<file path="src/rtl/systolic_pkg.sv">
// Shared definitions for the systolic array source side: defaults, feeder states,
// sequence lengths and flattened matrix indexing.
package systolic_pkg;

  localparam int DEF_DATA_WIDTH = 32;
  localparam int DEF_N          = 4;

  typedef enum logic [2:0] {
    IDLE,
    CLEAR,
    STREAM,
    DRAIN,
    DONE
  } feeder_state_e;

  // Streaming covers the full skew; the array's completion counter uses TOTAL_LEN.
  localparam int STREAM_LEN = 2 * DEF_N - 1;
  localparam int TOTAL_LEN  = 3 * DEF_N - 2;

  function automatic int elem_idx(input int r, input int c, input int n = DEF_N);
    return r * n + c;
  endfunction

endpackage

</file>
<file path="src/rtl/skew_lane_mux.sv">
// Picks the element one feeder lane presents at step t of the diagonal skew,
// or zero when the lane is outside its active window.
module skew_lane_mux import systolic_pkg::*; #(
  parameter int DATA_WIDTH = DEF_DATA_WIDTH,
  parameter int N          = DEF_N,
  parameter int LANE       = 0,
  parameter int TW         = $clog2(3 * N),
  parameter bit TRANSPOSE  = 1'b0
) (
  input  logic [N*N*DATA_WIDTH-1:0] mat_i,
  input  logic [TW-1:0]             t_i,
  output logic [DATA_WIDTH-1:0]     elem_o
);

  // tap_t[bit][j]: candidate j gated by its step match; at most one j matches.
  logic [DATA_WIDTH-1:0][N-1:0] tap_t;

  for (genvar j = 0; j < N; j++) begin : g_tap
    // Row lanes walk along their row; column lanes walk down their column.
    localparam int E = TRANSPOSE ? elem_idx(j, LANE, N) : elem_idx(LANE, j, N);
    logic hit;
    assign hit = (int'(t_i) == LANE + j);
    for (genvar b = 0; b < DATA_WIDTH; b++) begin : g_bit
      assign tap_t[b][j] = hit & mat_i[E*DATA_WIDTH + b];
    end
  end

  for (genvar b = 0; b < DATA_WIDTH; b++) begin : g_or
    assign elem_o[b] = |tap_t[b];
  end

endmodule

</file>
<file path="src/rtl/systolic_feeder.sv">
// Captures one A/B pair, then clears the array, streams skewed rows/columns,
// waits for the grid to drain and pulses done. Every output is a flop.
module systolic_feeder import systolic_pkg::*; #(
  parameter int DATA_WIDTH = DEF_DATA_WIDTH,
  parameter int N          = DEF_N
) (
  input  logic                      clk_i,
  input  logic                      rst_i,
  input  logic [N*N*DATA_WIDTH-1:0] mat_a_i,
  input  logic [N*N*DATA_WIDTH-1:0] mat_b_i,
  input  logic                      valid_i,
  output logic                      ready_o,
  output logic [N*DATA_WIDTH-1:0]   left_o,
  output logic [N*DATA_WIDTH-1:0]   up_o,
  output logic                      clr_o,
  output logic                      busy_o,
  output logic                      done_o
);

  localparam int MW = N * N * DATA_WIDTH;
  localparam int TW = $clog2(3 * N);
  localparam logic [TW-1:0] T_STREAM_END = TW'(2 * N - 2);
  localparam logic [TW-1:0] T_DRAIN_END  = TW'(3 * N - 3);

  feeder_state_e state_q, state_d;
  logic [TW-1:0] t_q, t_d;
  logic [MW-1:0] mat_a_q, mat_a_d, mat_b_q, mat_b_d;

  logic [N-1:0][DATA_WIDTH-1:0] left_sel, up_sel;
  logic [N-1:0][DATA_WIDTH-1:0] left_q, left_d, up_q, up_d;
  logic ready_q, ready_d, busy_q, busy_d, clr_q, clr_d, done_q, done_d;

  always_comb begin
    state_d = state_q;
    t_d     = t_q;
    mat_a_d = mat_a_q;
    mat_b_d = mat_b_q;
    case (state_q)
      IDLE: begin
        if (valid_i) begin
          mat_a_d = mat_a_i;
          mat_b_d = mat_b_i;
          state_d = CLEAR;
        end
      end
      CLEAR: begin
        state_d = STREAM;
        t_d     = '0;
      end
      STREAM: begin
        t_d = t_q + 1'b1;
        if (t_q == T_STREAM_END) state_d = DRAIN;
      end
      DRAIN: begin
        t_d = t_q + 1'b1;
        if (t_q == T_DRAIN_END) state_d = DONE;
      end
      DONE: begin
        state_d = IDLE;
        t_d     = '0;
      end
      default: begin
        state_d = IDLE;
        t_d     = '0;
      end
    endcase
  end

  // Lane selection runs on the next step so the flopped lanes line up with state.
  for (genvar i = 0; i < N; i++) begin : g_lane
    skew_lane_mux #(
      .DATA_WIDTH(DATA_WIDTH), .N(N), .LANE(i), .TW(TW), .TRANSPOSE(1'b0)
    ) u_row (
      .mat_i (mat_a_q),
      .t_i   (t_d),
      .elem_o(left_sel[i])
    );
    skew_lane_mux #(
      .DATA_WIDTH(DATA_WIDTH), .N(N), .LANE(i), .TW(TW), .TRANSPOSE(1'b1)
    ) u_col (
      .mat_i (mat_b_q),
      .t_i   (t_d),
      .elem_o(up_sel[i])
    );
  end

  always_comb begin
    ready_d = (state_d == IDLE);
    busy_d  = (state_d != IDLE);
    clr_d   = (state_d == CLEAR);
    done_d  = (state_d == DONE);
    left_d  = (state_d == STREAM) ? left_sel : '0;
    up_d    = (state_d == STREAM) ? up_sel   : '0;
  end

  always_ff @(posedge clk_i or posedge rst_i) begin
    if (rst_i) begin
      state_q <= IDLE;
      t_q     <= '0;
      mat_a_q <= '0;
      mat_b_q <= '0;
      left_q  <= '0;
      up_q    <= '0;
      ready_q <= 1'b1;
      busy_q  <= 1'b0;
      clr_q   <= 1'b0;
      done_q  <= 1'b0;
    end else begin
      state_q <= state_d;
      t_q     <= t_d;
      mat_a_q <= mat_a_d;
      mat_b_q <= mat_b_d;
      left_q  <= left_d;
      up_q    <= up_d;
      ready_q <= ready_d;
      busy_q  <= busy_d;
      clr_q   <= clr_d;
      done_q  <= done_d;
    end
  end

  assign ready_o = ready_q;
  assign busy_o  = busy_q;
  assign clr_o   = clr_q;
  assign done_o  = done_q;
  assign left_o  = left_q;
  assign up_o    = up_q;

endmodule

</file>
<file path="config.mk">
export PLATFORM = sky130hd
export DESIGN_NAME = systolic_feeder
export DESIGN_NICKNAME = d
export VERILOG_FILES = /design/src/rtl/systolic_pkg.sv /design/src/rtl/skew_lane_mux.sv /design/src/rtl/systolic_feeder.sv
export SDC_FILE = /design/constraint.sdc
export NUM_CORES = 2
export LEC_CHECK = 0
export ABC_AREA = 1
export CAP_MARGIN = 20
export CORE_AREA = 2 2 501 503
export DETAILED_ROUTE_END_ITERATION = 8
export DIE_AREA = 0 0 503 505
export GPL_TIMING_DRIVEN = 1
export PLACE_DENSITY = 0.45
export RECOVER_POWER = 50
export SYNTH_ARGS = -nofsm -noshare
export SYNTH_HDL_FRONTEND = slang
export SYNTH_SLANG_ARGS = --single-unit
</file>
<file path="constraint.sdc">
create_clock -name clk_i -period 84.7 [get_ports clk_i]
set_clock_uncertainty 0.05 [all_clocks]
set_input_delay 8.47 -clock clk_i [delete_from_list [all_inputs] [get_ports clk_i]]
set_output_delay 8.47 -clock clk_i [all_outputs]
set_load 0.02 [all_outputs]
</file>
==> reports/results.tsv <==
metric	value	unit
syn_to_final_growth	38.13	%
dpl.hpwl	176000	um
routabilityCongestion	0.8526	
vias	50710	
synth_edf_count	0	
worst_ir_drop_vdd	0.00006577	V
max_freq	37.49	MHz
antenna_found_initial	103	
totalPowerFinal	2.728	mW
core-area	248200	um^2
seq_area_frac_synth	58.43	%
synth_cells	6943	
syn_nets	7973	
maxSlewHeadroom	-517.3	%
crit_path_max_fanout	167	
via_per_inst	4.415	
fillers	26795	
port_buffers	1286	
start_util	22.28	%
worst-endpoint-required	85.45	ns
synth_area	55300	um^2
dpl-instance-area	70890	um^2
wl_per_cell	22.35	um
final_common_cell	nand2_1	
root_buffer	clkbuf_16	
drt-total-wl	256700	um
finalCritPeriodShare	31.50	%
die_h	505	um
hold_start	mat_a_q[91]$_DFFE_PP0P_	
worstMarginPinSlew	9.260	ns
grt_start_max_net_pins	204	
min_period	26.68	ns
dieArea	254000	um^2
detailedPlace.worstSlack	70.07	ns
grt_use_total	19.61	%
critPathCaptureType	asynchronous set/reset pin	
synth_top_area_share	58.38	%
ctsResizeCount	0	
overflow	0	
min_path_type	reg2reg	
die_w	503	um
syn_area_per_cell	7.964	um^2
num_io_pins	1287	
fin_util	30.77	%
setup_slack	58.02	ns
holdWs	0.4261	ns
use_met2	30.85	%
setup_viol	0	
clk_pin_slew	0.06	ns
maxSlewViolCount	1409	
yosysWarnings	0	
cts_tree	yes	
met3_usage	5.411	%
fin_nets	9015	
grt_pass1_vias	51509	
cts_max_path_buffers	3	
ys.flop_type	dfrtp_1	
clock_latency	0.82	ns
synth_top_cell_by_area	dfrtp_1	
stdcell_count	11486	
cp.arrival	27.43	ns
max_stage_delay	6.62	ns
drc_errors	0	
drv_cap	16	
grt_pass1_wl	368800	um
rsz0062_at_grt	no	
p_per_area	35.71	nW/um^2
synth_seq_cells	1291	
fin_area	76380	um^2
crit_path_frequent_cell	buf_4	
cp-start-kind	input pin	
combinationalPowerShare	37.1	%
top_usage_layer	met2	
power_switching	1.170	mW
rows	183	
clkPwrFrac	26.4	%
r2r_start	state_q[2]$_DFF_PP0_	
failed_checks	max-capacitance violations, max-slew violations	
drive_above_1_share	4.204	%
seqPwrFrac	36.5	%
dp_cells	11154	
crit_start	rst_i	
cts_setup_buffers	0	
tns	0	ns
h-tree-depth	4	
initialDrtViolationCount	4270	
status	finished with violations	
ys_types	23	
async_flop_share	100.0	%
cts.sinks	1291	
leakagePower	38.92	nW
cp_slowest_cell	clkbuf_1	
layout_common_cells	nand2_1 (3,593), dfrtp_1 (1,290), nand3_1 (1,028)	
swShare	42.89	%
intPower	1.558	mW
yosys-top-cells-area	dfrtp_1 (58%), nand2_1 (24%), nand3_1 (9.3%), nor2_1 (3.5%), buf_2 (2.4%)	
finalHoldViolCount	0	
cts_hold_buf	0	
critPathKind	in2async	
grtUsageMet1	25.40	%
path_cells	dlygate4sd3_1 -> clkinvlp_2 -> clkbuf_1 -> clkbuf_1 -> buf_4 -> buf_4 -> buf_4 -> buf_4	
drtPass1Iterations	5	
ant_nets	0	
cts_buffers	158	
worst max-delay path, delay by kind of cell:
kind                   cells  cell delay [ns]
buffers and inverters      8            18.43
final timing paths:
path	to	slack (ns)	depth (start not counted)
max	mat_a_q[388]$_DFFE_PP0P_	58.02	8
min	mat_a_q[91]$_DFFE_PP0P_	0.43	2
max reg2reg	mat_b_q[438]$_DFFE_PP0P_	71.05	11
min reg2reg	mat_a_q[91]$_DFFE_PP0P_	0.43	2
max in group clk_i	mat_b_q[438]$_DFFE_PP0P_	63.72	9
min in group asynchronous	mat_b_q[257]$_DFFE_PP0P_	9.26	2
Yosys cell counts (2+ instances only):
cell type  count
nand2_1     3592
dfrtp_1     1290
nand3_1     1028
nor2_1       516
buf_2        264
clkbuf_1     185
buf_1         16
buf_4         13
inv_1          9
inv_2          8
nand2_2        4
ha_1           3
nand4_1        2
nor2_2         2
nor2_4         2
nor3_1         2
logic make-up (layout without fill, tap and decap cells):
| group | count (synthesis) | count (layout) | share of synthesized area [%] |
|---|---|---|---|
| AOI/OAI and AO/OA | 5 | 5 | 0.08601 |
| adders and majority gates | 3 | 3 | 0.06789 |
| DFF | 1291 | 1291 | 58.43 |
| and+or+nand+nor | 5149 | 5149 | 37.38 |
| buffers and inverters | 495 | 1664 | 4.046 |
| other | 0 | 44 | 0 |
power groups by stage:
stage / combinational [mW] / clock [mW] / sequential, mW
finish: 1.01 / 0.721 / 0.995
global route: 1.12 / 0.764 / 1.02
CTS: 1.04 / 0.739 / 0.995
detailed placement: 1.03 / 0 / 1.00
global placement: 1.03 / 0 / 0.998
floorplan: 0.638 / 0 / 0.984
layer usage:
layer | share of wire (%) | vias to the layer above
met3 | 7.9 | 441
met2 | 46 | 1809
met4 | 3.6 | 108
li1 | - | 23786
met5 | 0.29 | -
met1 | 42 | 24566
state kept, by name, summed over array words and instances, names as in the netlist:
register  flops
clr_o         1
ready_o       1
left_o      128
done_o        1
mat_b_q     512
mat_a_q     512
busy_o        1
up_o        128
state_q       3
t_q           4
area by class of cell:
class                           count  area, um^2  area share, %
Clock buffer                      224        4603          6.026
Sequential cell                  1291       32310          42.30
Inverter                           17       73.82        0.09665
Tap cell                         3330        4167          5.455
Antenna cell                       44       110.1         0.1441
Multi-Input combinational cell   5157       20760          27.18
Timing Repair Buffer             1360       13470          17.64
Clock inverter                     63       888.4          1.163
Power figures use the tool's default switching activity.
